File: src/rtl/mii_mgmt_responder.sv
// ============================================================================
// mii_mgmt_responder : Clause-22 MDIO management target with a 32x16 regfile
// Rev 1.0 - initial release
// ============================================================================
`timescale 1ns/1ps
`default_nettype none

module mii_mgmt_responder #(
  parameter logic [4:0] PHY_ADDR     = 5'd1,
  parameter int         MIN_PREAMBLE = 32
) (
  input  logic        clk,
  input  logic        reset_n,
  input  logic        mdc,
  input  logic        mdio_in,
  output logic        mdio_out,
  output logic        mdio_oe,
  input  logic [4:0]  lcl_addr,
  input  logic        lcl_we,
  input  logic [15:0] lcl_wdata,
  output logic [15:0] lcl_rdata,
  output logic        wr_stb,
  output logic [4:0]  wr_addr,
  output logic [15:0] wr_data,
  output logic        busy
);

  localparam int            PW      = (MIN_PREAMBLE < 1) ? 1 : $clog2(MIN_PREAMBLE + 1);
  localparam logic [PW-1:0] PRE_MAX = PW'(MIN_PREAMBLE);

  typedef enum logic [2:0] {
    S_IDLE  = 3'd0,
    S_ST2   = 3'd1,
    S_OP    = 3'd2,
    S_PHYAD = 3'd3,
    S_REGAD = 3'd4,
    S_TA    = 3'd5,
    S_DATA  = 3'd6,
    S_ABORT = 3'd7
  } state_t;

  state_t        r_state;
  state_t        w_state_nxt;
  logic          r_mdc_s1, r_mdc_s2, r_mdc_d;
  logic          r_mdio_s1, r_mdio_s2;
  logic [PW-1:0] r_pre_cnt;
  logic [3:0]    r_bit_cnt;
  logic          r_op_hi;
  logic          r_is_read;
  logic [4:0]    r_phyad;
  logic [4:0]    r_regad;
  logic [15:0]   r_shift;
  logic          r_mdio_out;
  logic          r_mdio_oe;
  logic [15:0]   r_mem [32];
  logic [15:0]   r_lcl_rdata;
  logic          r_wr_stb;
  logic [4:0]    r_wr_addr;
  logic [15:0]   r_wr_data;

  logic          w_edge;
  logic          w_bit;
  logic          w_match;
  logic          w_drive;
  logic          w_commit;
  logic [15:0]   w_cdata;

  // MDIO rides the same synchroniser depth as MDC so the sampled bit lines up with the edge
  always_ff @(posedge clk or negedge reset_n) begin
    if (!reset_n) begin
      r_mdc_s1  <= 1'b0;
      r_mdc_s2  <= 1'b0;
      r_mdc_d   <= 1'b0;
      r_mdio_s1 <= 1'b0;
      r_mdio_s2 <= 1'b0;
    end else begin
      r_mdc_s1  <= mdc;
      r_mdc_s2  <= r_mdc_s1;
      r_mdc_d   <= r_mdc_s2;
      r_mdio_s1 <= mdio_in;
      r_mdio_s2 <= r_mdio_s1;
    end
  end

  assign w_edge   = r_mdc_s2 & ~r_mdc_d;
  assign w_bit    = r_mdio_s2;
  assign w_match  = (r_phyad == PHY_ADDR);
  assign w_drive  = r_is_read & w_match;
  assign w_commit = w_edge && (r_state == S_DATA) && (r_bit_cnt == 4'd15) && !r_is_read && w_match;
  assign w_cdata  = {r_shift[14:0], w_bit};

  always_ff @(posedge clk or negedge reset_n) begin
    if (!reset_n) r_state <= S_IDLE;
    else          r_state <= w_state_nxt;
  end

  always_comb begin
    w_state_nxt = r_state;
    case (r_state)
      S_IDLE:  if (w_edge && !w_bit && (r_pre_cnt >= PRE_MAX)) w_state_nxt = S_ST2;
      S_ST2:   if (w_edge) w_state_nxt = w_bit ? S_OP : S_ABORT;
      S_OP:    if (w_edge && (r_bit_cnt == 4'd1))
                 w_state_nxt = (r_op_hi != w_bit) ? S_PHYAD : S_ABORT;
      S_PHYAD: if (w_edge && (r_bit_cnt == 4'd4)) w_state_nxt = S_REGAD;
      S_REGAD: if (w_edge && (r_bit_cnt == 4'd4)) w_state_nxt = S_TA;
      S_TA:    if (w_edge && (r_bit_cnt == 4'd1)) w_state_nxt = S_DATA;
      S_DATA:  if (w_edge && (r_bit_cnt == 4'd15)) w_state_nxt = S_IDLE;
      default: w_state_nxt = S_IDLE;
    endcase
  end

  always_ff @(posedge clk or negedge reset_n) begin
    if (!reset_n) begin
      r_pre_cnt  <= '0;
      r_bit_cnt  <= '0;
      r_op_hi    <= 1'b0;
      r_is_read  <= 1'b0;
      r_phyad    <= '0;
      r_regad    <= '0;
      r_shift    <= '0;
      r_mdio_out <= 1'b0;
      r_mdio_oe  <= 1'b0;
    end else if (r_state == S_ABORT) begin
      r_pre_cnt <= '0;
    end else if (w_edge) begin
      r_bit_cnt <= (w_state_nxt != r_state) ? 4'd0 : r_bit_cnt + 4'd1;
      case (r_state)
        S_IDLE: begin
          if (w_bit && (r_pre_cnt != PRE_MAX)) r_pre_cnt <= r_pre_cnt + 1'b1;
          else if (!w_bit)                     r_pre_cnt <= '0;
        end
        S_OP: begin
          if (r_bit_cnt == 4'd0) r_op_hi   <= w_bit;
          else                   r_is_read <= r_op_hi & ~w_bit;
        end
        S_PHYAD: r_phyad <= {r_phyad[3:0], w_bit};
        S_REGAD: r_regad <= {r_regad[3:0], w_bit};
        S_TA: begin
          if (w_drive && (r_bit_cnt == 4'd0)) begin
            r_shift    <= r_mem[r_regad];
            r_mdio_oe  <= 1'b1;
            r_mdio_out <= 1'b0;
          end else if (w_drive) begin
            r_mdio_out <= r_shift[15];
            r_shift    <= {r_shift[14:0], 1'b0};
          end
        end
        S_DATA: begin
          if (!r_is_read) begin
            r_shift <= w_cdata;
          end else if (w_drive && (r_bit_cnt == 4'd15)) begin
            r_mdio_oe  <= 1'b0;
            r_mdio_out <= 1'b0;
          end else if (w_drive) begin
            r_mdio_out <= r_shift[15];
            r_shift    <= {r_shift[14:0], 1'b0};
          end
        end
        default: ;
      endcase
    end
  end

  // A local write to the same address in the commit cycle overrides the MDIO data
  always_ff @(posedge clk or negedge reset_n) begin
    if (!reset_n) begin
      for (int i = 0; i < 32; i++) r_mem[i] <= '0;
    end else begin
      for (int i = 0; i < 32; i++) begin
        if (lcl_we && (lcl_addr == 5'(i)))        r_mem[i] <= lcl_wdata;
        else if (w_commit && (r_regad == 5'(i)))  r_mem[i] <= w_cdata;
      end
    end
  end

  always_ff @(posedge clk or negedge reset_n) begin
    if (!reset_n) begin
      r_lcl_rdata <= '0;
      r_wr_stb    <= 1'b0;
      r_wr_addr   <= '0;
      r_wr_data   <= '0;
    end else begin
      r_lcl_rdata <= r_mem[lcl_addr];
      r_wr_stb    <= w_commit;
      if (w_commit) begin
        r_wr_addr <= r_regad;
        r_wr_data <= w_cdata;
      end
    end
  end

  assign mdio_out  = r_mdio_out;
  assign mdio_oe   = r_mdio_oe;
  assign lcl_rdata = r_lcl_rdata;
  assign wr_stb    = r_wr_stb;
  assign wr_addr   = r_wr_addr;
  assign wr_data   = r_wr_data;
  assign busy      = (r_state != S_IDLE) && (r_state != S_ABORT);

endmodule

`default_nettype wire

File: config.mk
export PLATFORM = sky130hd
export DESIGN_NAME = mii_mgmt_responder
export DESIGN_NICKNAME = d
export VERILOG_FILES = /design/src/rtl/mii_mgmt_responder.sv
export SDC_FILE = /design/constraint.sdc
export NUM_CORES = 2
export LEC_CHECK = 0
export BUFFER_PORTS_ARGS = -buffer_cell sky130_fd_sc_hd__buf_2
export CAP_MARGIN = 20
export CORE_UTILIZATION = 35
export CTS_CLUSTER_SIZE = 24
export DETAILED_ROUTE_END_ITERATION = 10
export GPL_ROUTABILITY_DRIVEN = 0
export HOLD_SLACK_MARGIN = 0.05
export PLACE_DENSITY = 0.61
export SETUP_SLACK_MARGIN = 0.02
export SLEW_MARGIN = 20
export SYNTH_ARGS = -nofsm -noshare
export SYNTH_HDL_FRONTEND = slang
export SYNTH_SLANG_ARGS = --single-unit
File: constraint.sdc
create_clock -name clk -period 2.34 [get_ports clk]
set_input_delay 0.117 -clock clk [delete_from_list [all_inputs] [get_ports clk]]
set_output_delay 0.117 -clock clk [all_outputs]
set_load 0.01 [all_outputs]
# Word-level counts from Yosys, hierarchy flattened
# Cells that the tools add are included.
classes:
  n_addsub: 2
  n_lt_le_gt_ge: 3
  n_eq_ne: 82
  n_mux: 100
  bitwise: 9
  reduce_logical: 128
op_table:
  columns: ["op", "n"]
  rows:
  - ["$mux 16", 72]
  - ["$bmux 16 s5", 2]
  - ["$eq 5x5->1 const B", 32]
  - ["$eq 5x4->1 const B", 16]
  - ["$logic_and 1x1->1", 77]
  - ["$reduce_bool 2->1", 35]
  - ["$eq 5x3->1 const B", 8]
  - ["$pmux 16 s2", 1]
  - ["$mux 6", 5]
  - ["$mux 3", 9]
  - ["$pmux 3 s7", 1]
  - ["$eq 5x2->1 const B", 4]
  - ["$ge 6x6->1 const B", 3]
  - ["$reduce_and 4->1", 4]
  - ["$eq 5x1->1 const B", 3]
  - ["$eq 3x3->1 const B", 4]
  - ["$not 5->6", 2]
  - ["$logic_not 5->1", 2]
  - ["$reduce_and 3->1", 3]
  - ["$mux 1", 7]
  - ["$add 6x1->6 const B", 1]
  - ["$eq 3x2->1 const B", 2]
  - ["$ne 3x3->1 const B", 2]
  - ["$ne 6x6->1 const B", 1]
  - ["20 further kinds", 28]
totals:
  reg_bits: 598
  input_bits: 26
  out_inout_bits: 41
  wordCells: 375

# Logic depth before layout (Yosys ltp)
logic_depth:
  word_depth: 9
  ltp_mapped: 11
  mapped_depth_nobuf: 8

# Least setup slack after synthesis
# Ideal clock, no wire load.
synth_timing:
  kind: "reg2reg"
  startpoint: "reg r_regad[0]"
  endpoint: "reg r_shift[15]"
  setup_ps: 126
  t_arrival_ps: 2020
  required_ps: 2214
  setup_slack_ps: 194
  stages_incl_launch_ff: 8
  n_path_buf: 2
  synth_period_minus_slack_ps: 2146
  cell_sequence: "dfrtp_1 buf_6 buf_4 mux4_2 mux4_2 nor2b_1 a2111oi_0 a221o_1"
synth_via:
  elab_chain_cells: 6
synth_rtl:
  columns: ["element", "line_no", "text"]
  rows:
  - ["from (decl)", "51", "logic [4:0] r_regad;"]
  - ["from (signal assigned)", "137", "S_REGAD: r_regad <= {r_regad[3:0], w_bit};"]
  - ["$not 5->6 (implied by the code)", "140", "r_shift <= r_mem[r_regad];"]
  - ["$bmux 16 s5", "140", null]
  - ["$mux 16 (implied by the code) (2 in series)", "140", null]
  - ["$mux 16", "139", "if (w_drive && (r_bit_cnt == 4'd0)) begin"]
  - ["$pmux 16 s2", "127", "case (r_state)"]
  - ["to (signal assigned)", "140", null]
  - ["to (signal assigned)", "145", "r_shift <= {r_shift[14:0], 1'b0};"]
  - ["to (signal assigned)", "150", "r_shift <= w_cdata;"]
  - ["to (decl)", "52", "logic [15:0] r_shift;"]
# Every way passes these cells. The select of a mux whose other input is x is not followed.
# A chain may end at the register's enable or synchronous reset.

# Worst setup path after layout
# Ends and elaborated chain as after synthesis.

==> reports/summary.txt <==
Area leader, netlist: dfrtp_1
Filler cells: 9,689
I/O pins: 67
CP endpoint: r_shift[15]$_DFFE_PN0P_
Peak supply drop: 545 uV
Worst Reg2Reg Path Length in Cells: 7
Clock Power Share: 0.438
R2r setup slk: -0.06 ns
Worst setup path startpoint: r_regad[0]$_DFFE_PN0P_
Clk Latency, worst-skew pair: 0.66 ns
First-pass GRT wire length: 202 mm
Most common cell in the netlist: mux2i_1
Clock sinks: 598
Netlist cell types: 72
NumNets Final: 3,498
Multi-input gate area: 20,100 sq um
CTS tree: yes
Async set or reset register ratio after synthesis: 1.00
Core Region: 102,000 sq um
Fin worst setup slack: -0.0601 ns
Num CTS Buffers: 69
Initial antenna violation count: 10
Critical Path Fanout Max: 6
Clock Tree Buf Depth: 3
DIE WIDTH: 324 um
Worst slew margin: 0.293
H-tree depth: 3
Failing checks: setup timing
Max-cap violations: 0
Design Area, Final: 43,400 sq um
Vias in the first global route: 28,700
Area of the die: 105,000 sq um
Post-layout util: 0.425
Largest net degree at the start of global routing: 60
DRC Markers: 0
Tmin final: 2.40 ns
#FFs+latches synth: 598
Final Hold Viols: 0
Ys flop type: dfrtp_1
Floorplan row count: 117
Clk root buf: clkbuf_16
Area grow syn2layout: 19.7%
Detailed Routing Iterations Pass 1: 8
Hold Path Class: input pin to async pin
Reg-to-Reg Start: r_regad[0]$_DFFE_PN0P_
Placed cells: 4,736
Pwr/cell area: 596 nW/um^2
Mapped Cells: 3,356
Logic gate share of total power: 0.111
DR WL/cell: 28.5 um
RSZ-0062 raised after global routing: true
Switching share of total power: 0.270
Initial Utilization: 0.355
Worst reg2reg endpoint: r_shift[15]$_DFFE_PN0P_
Clock slew at reported path FFs: 0.06 ns
Vias: 29,700
Total GRT Usage: 0.264
Status: complete, but fails checks
CP required: 2.86 ns
Mapped Area: 36,300 sq um
Syn Area/Cell: 10.8 sq um
Kind of critical path: flip-flop to flip-flop
Fin crit share: 1.03
Slew of the pin with the lowest slew margin: 1.06 ns
Die Span Y: 324 um
Synth top area share: 0.413
Ys Warns: 0
Wirelength, routed: 139 mm
Post-synthesis sequential area ratio: 0.413
Setup TNS: -0.118 ns
P_int: 18.9 mW
Cell Count, Final, Fillers Out: 4,890
Leak Pwr: 17.4 nW
Post-detail-place hpwl: 91.8 mm
Port buffer count: 66
Pre-CTS WS: -0.185 ns
Net switching power: 6.98 mW
Sequential Power Share: 0.451
CP endpoint kind: flip-flop
Net Count, Synth: 3,388
Top cells by area, synth: dfrtp_1 41%, mux2i_1 17%, mux4_2 14%
Register area: 15,000 sq um
Drt via density: 6.08
Final setup viols: 3
DRT iter0 DRCs: 4,114
Post-synth EDFFs: 0
Slew Viols, Final: 0
Worst EP arrival: 2.92 ns
Gr ovfl total: 0
Critical path startpoint category: flip-flop
Layout cell share with drive strength beyond 1: 0.255
Post-synth top cells: 622 x mux2i_1, 598 x dfrtp_1, 458 x nand2_1
Worst Skew: 0.0288 ns
Final antenna-violating net count: 0
Max Fclk: 417 MHz
Placed cell area: 40,500 sq um
==> metrics by stage <==
step	hold WS, ns	power, mW
6_report	0.109	25.9
5_1_grt	0.124	26.7
4_1_cts	0.0768	25.9
3_3_place_gp	0.187	14.6
2_1_floorplan	-0.179	13.3
3_5_place_dp	0.185	14.6
==> registers in the layout (all words and copies together) (netlist names), 3 cells and up <==
| name | flops |
|---|---|
| r_bit_cnt | 4 |
| r_state | 3 |
| r_mem | 512 |
| r_pre_cnt | 6 |
| r_regad | 5 |
| r_phyad | 5 |
| wr_addr | 5 |
| r_shift | 16 |
| lcl_rdata | 16 |
| wr_data | 16 |
==> routing by layer <==
layer / up-vias / global-route usage / part of all wire
li1: 12500 / - / -
met1: 15000 / 0.365 / 0.41
met2: 1784 / 0.381 / 0.43
met3: 377 / 0.0750 / 0.11
met4: 8 / 0.121 / 0.048
met5: - / 0 / 0.00067
==> how the worst min path moves through the flow <==
| stage | startpoint | end |
|---|---|---|
| after detailed placement | reset_n | r_pre_cnt[4]$_DFFE_PN0P_ |
| after global routing | lcl_wdata[11] | r_mem[491]$_DFFE_PN0P_ |
| final | reset_n | r_pre_cnt[3]$_DFFE_PN0P_ |
| after global placement | reset_n | r_pre_cnt[4]$_DFFE_PN0P_ |
| after floorplan | reset_n | lcl_rdata[0]$_DFF_PN0_ |
| after CTS | lcl_wdata[11] | r_mem[283]$_DFFE_PN0P_ |
==> cells by family after synthesis <==
| group | Yosys count | synth area share |
|---|---|---|
| muxes | 912 | 0.339 |
| and+or+nand+nor | 750 | 0.0872 |
| AOI/OAI and AO/OA | 705 | 0.110 |
| DFF | 598 | 0.413 |
| buffers and inverters | 385 | 0.0487 |
| adders and majority gates | 6 | 0.00207 |
==> cell type report <==
class / instances / share of cell area
Timing Repair Buffer: 403 / 0.0984
Clock inverter: 28 / 0.00841
Multi-Input combinational cell: 2374 / 0.462
Inverter: 20 / 0.00184
Clock buffer: 95 / 0.0448
Sequential cell: 598 / 0.345
Antenna cell: 4 / 0.000231
Tap cell: 1368 / 0.0394
==> placed cells by master (no fill, tap or decap), types with 12 or more instances in the layout <==
cell       synthesis  final
nand3_1           18     18
buf_4             29    221
nor2_1           156    156
clkbuf_16          0     72
a21oi_1          143    141
nand2b_1          17     14
buf_2             76     62
o21ai_1           47     51
buf_6              8     12
inv_1             19     19
dfrtp_1          598    587
mux2_2            45     45
clkbuf_8           0     12
a31oi_1           35     12
mux4_2           233    240
nand4_1           16     16
clkbuf_1         219     14
buf_12             3     96
nor2_2            16     16
mux2i_1          622    620
nand2_1          458    458
a31oi_4            0     24
nor2b_1           25     13
o21ai_0          356    352
a22oi_1           44     43
==> worst max-delay path, cell delays in order (launching register included) <==
cell and delay, ns:
dfrtp_4 0.51, buf_4 0.16, buf_12 0.12, mux4_2 0.48
mux4_2 0.54, nor2b_1 0.14, a2111oi_1 0.05, a221o_1 0.26
==> timing repair <==
item / 4_1_cts / 5_1_grt
hold endpoints to repair: 352 / 0
hold buffers: 3 / 0
cloned: 2 / 4
resized for setup: 20 / 47
buffers inserted: 13 / 6
endpoints found under the setup margin: 30 / 110
pin swaps: 5 / 11
==> power by group through the flow <==
stage               sequential (mW)  clock [mW]  combinational, mW
floorplan                      11.6           0               1.75
global placement               11.8           0               2.76
detailed placement             11.8           0               2.83
CTS                            11.6        11.5               2.84
global route                   11.7        11.9               3.10
finish                         11.7        11.3               2.87
Note: power is estimated with default switching activity, not from simulation.
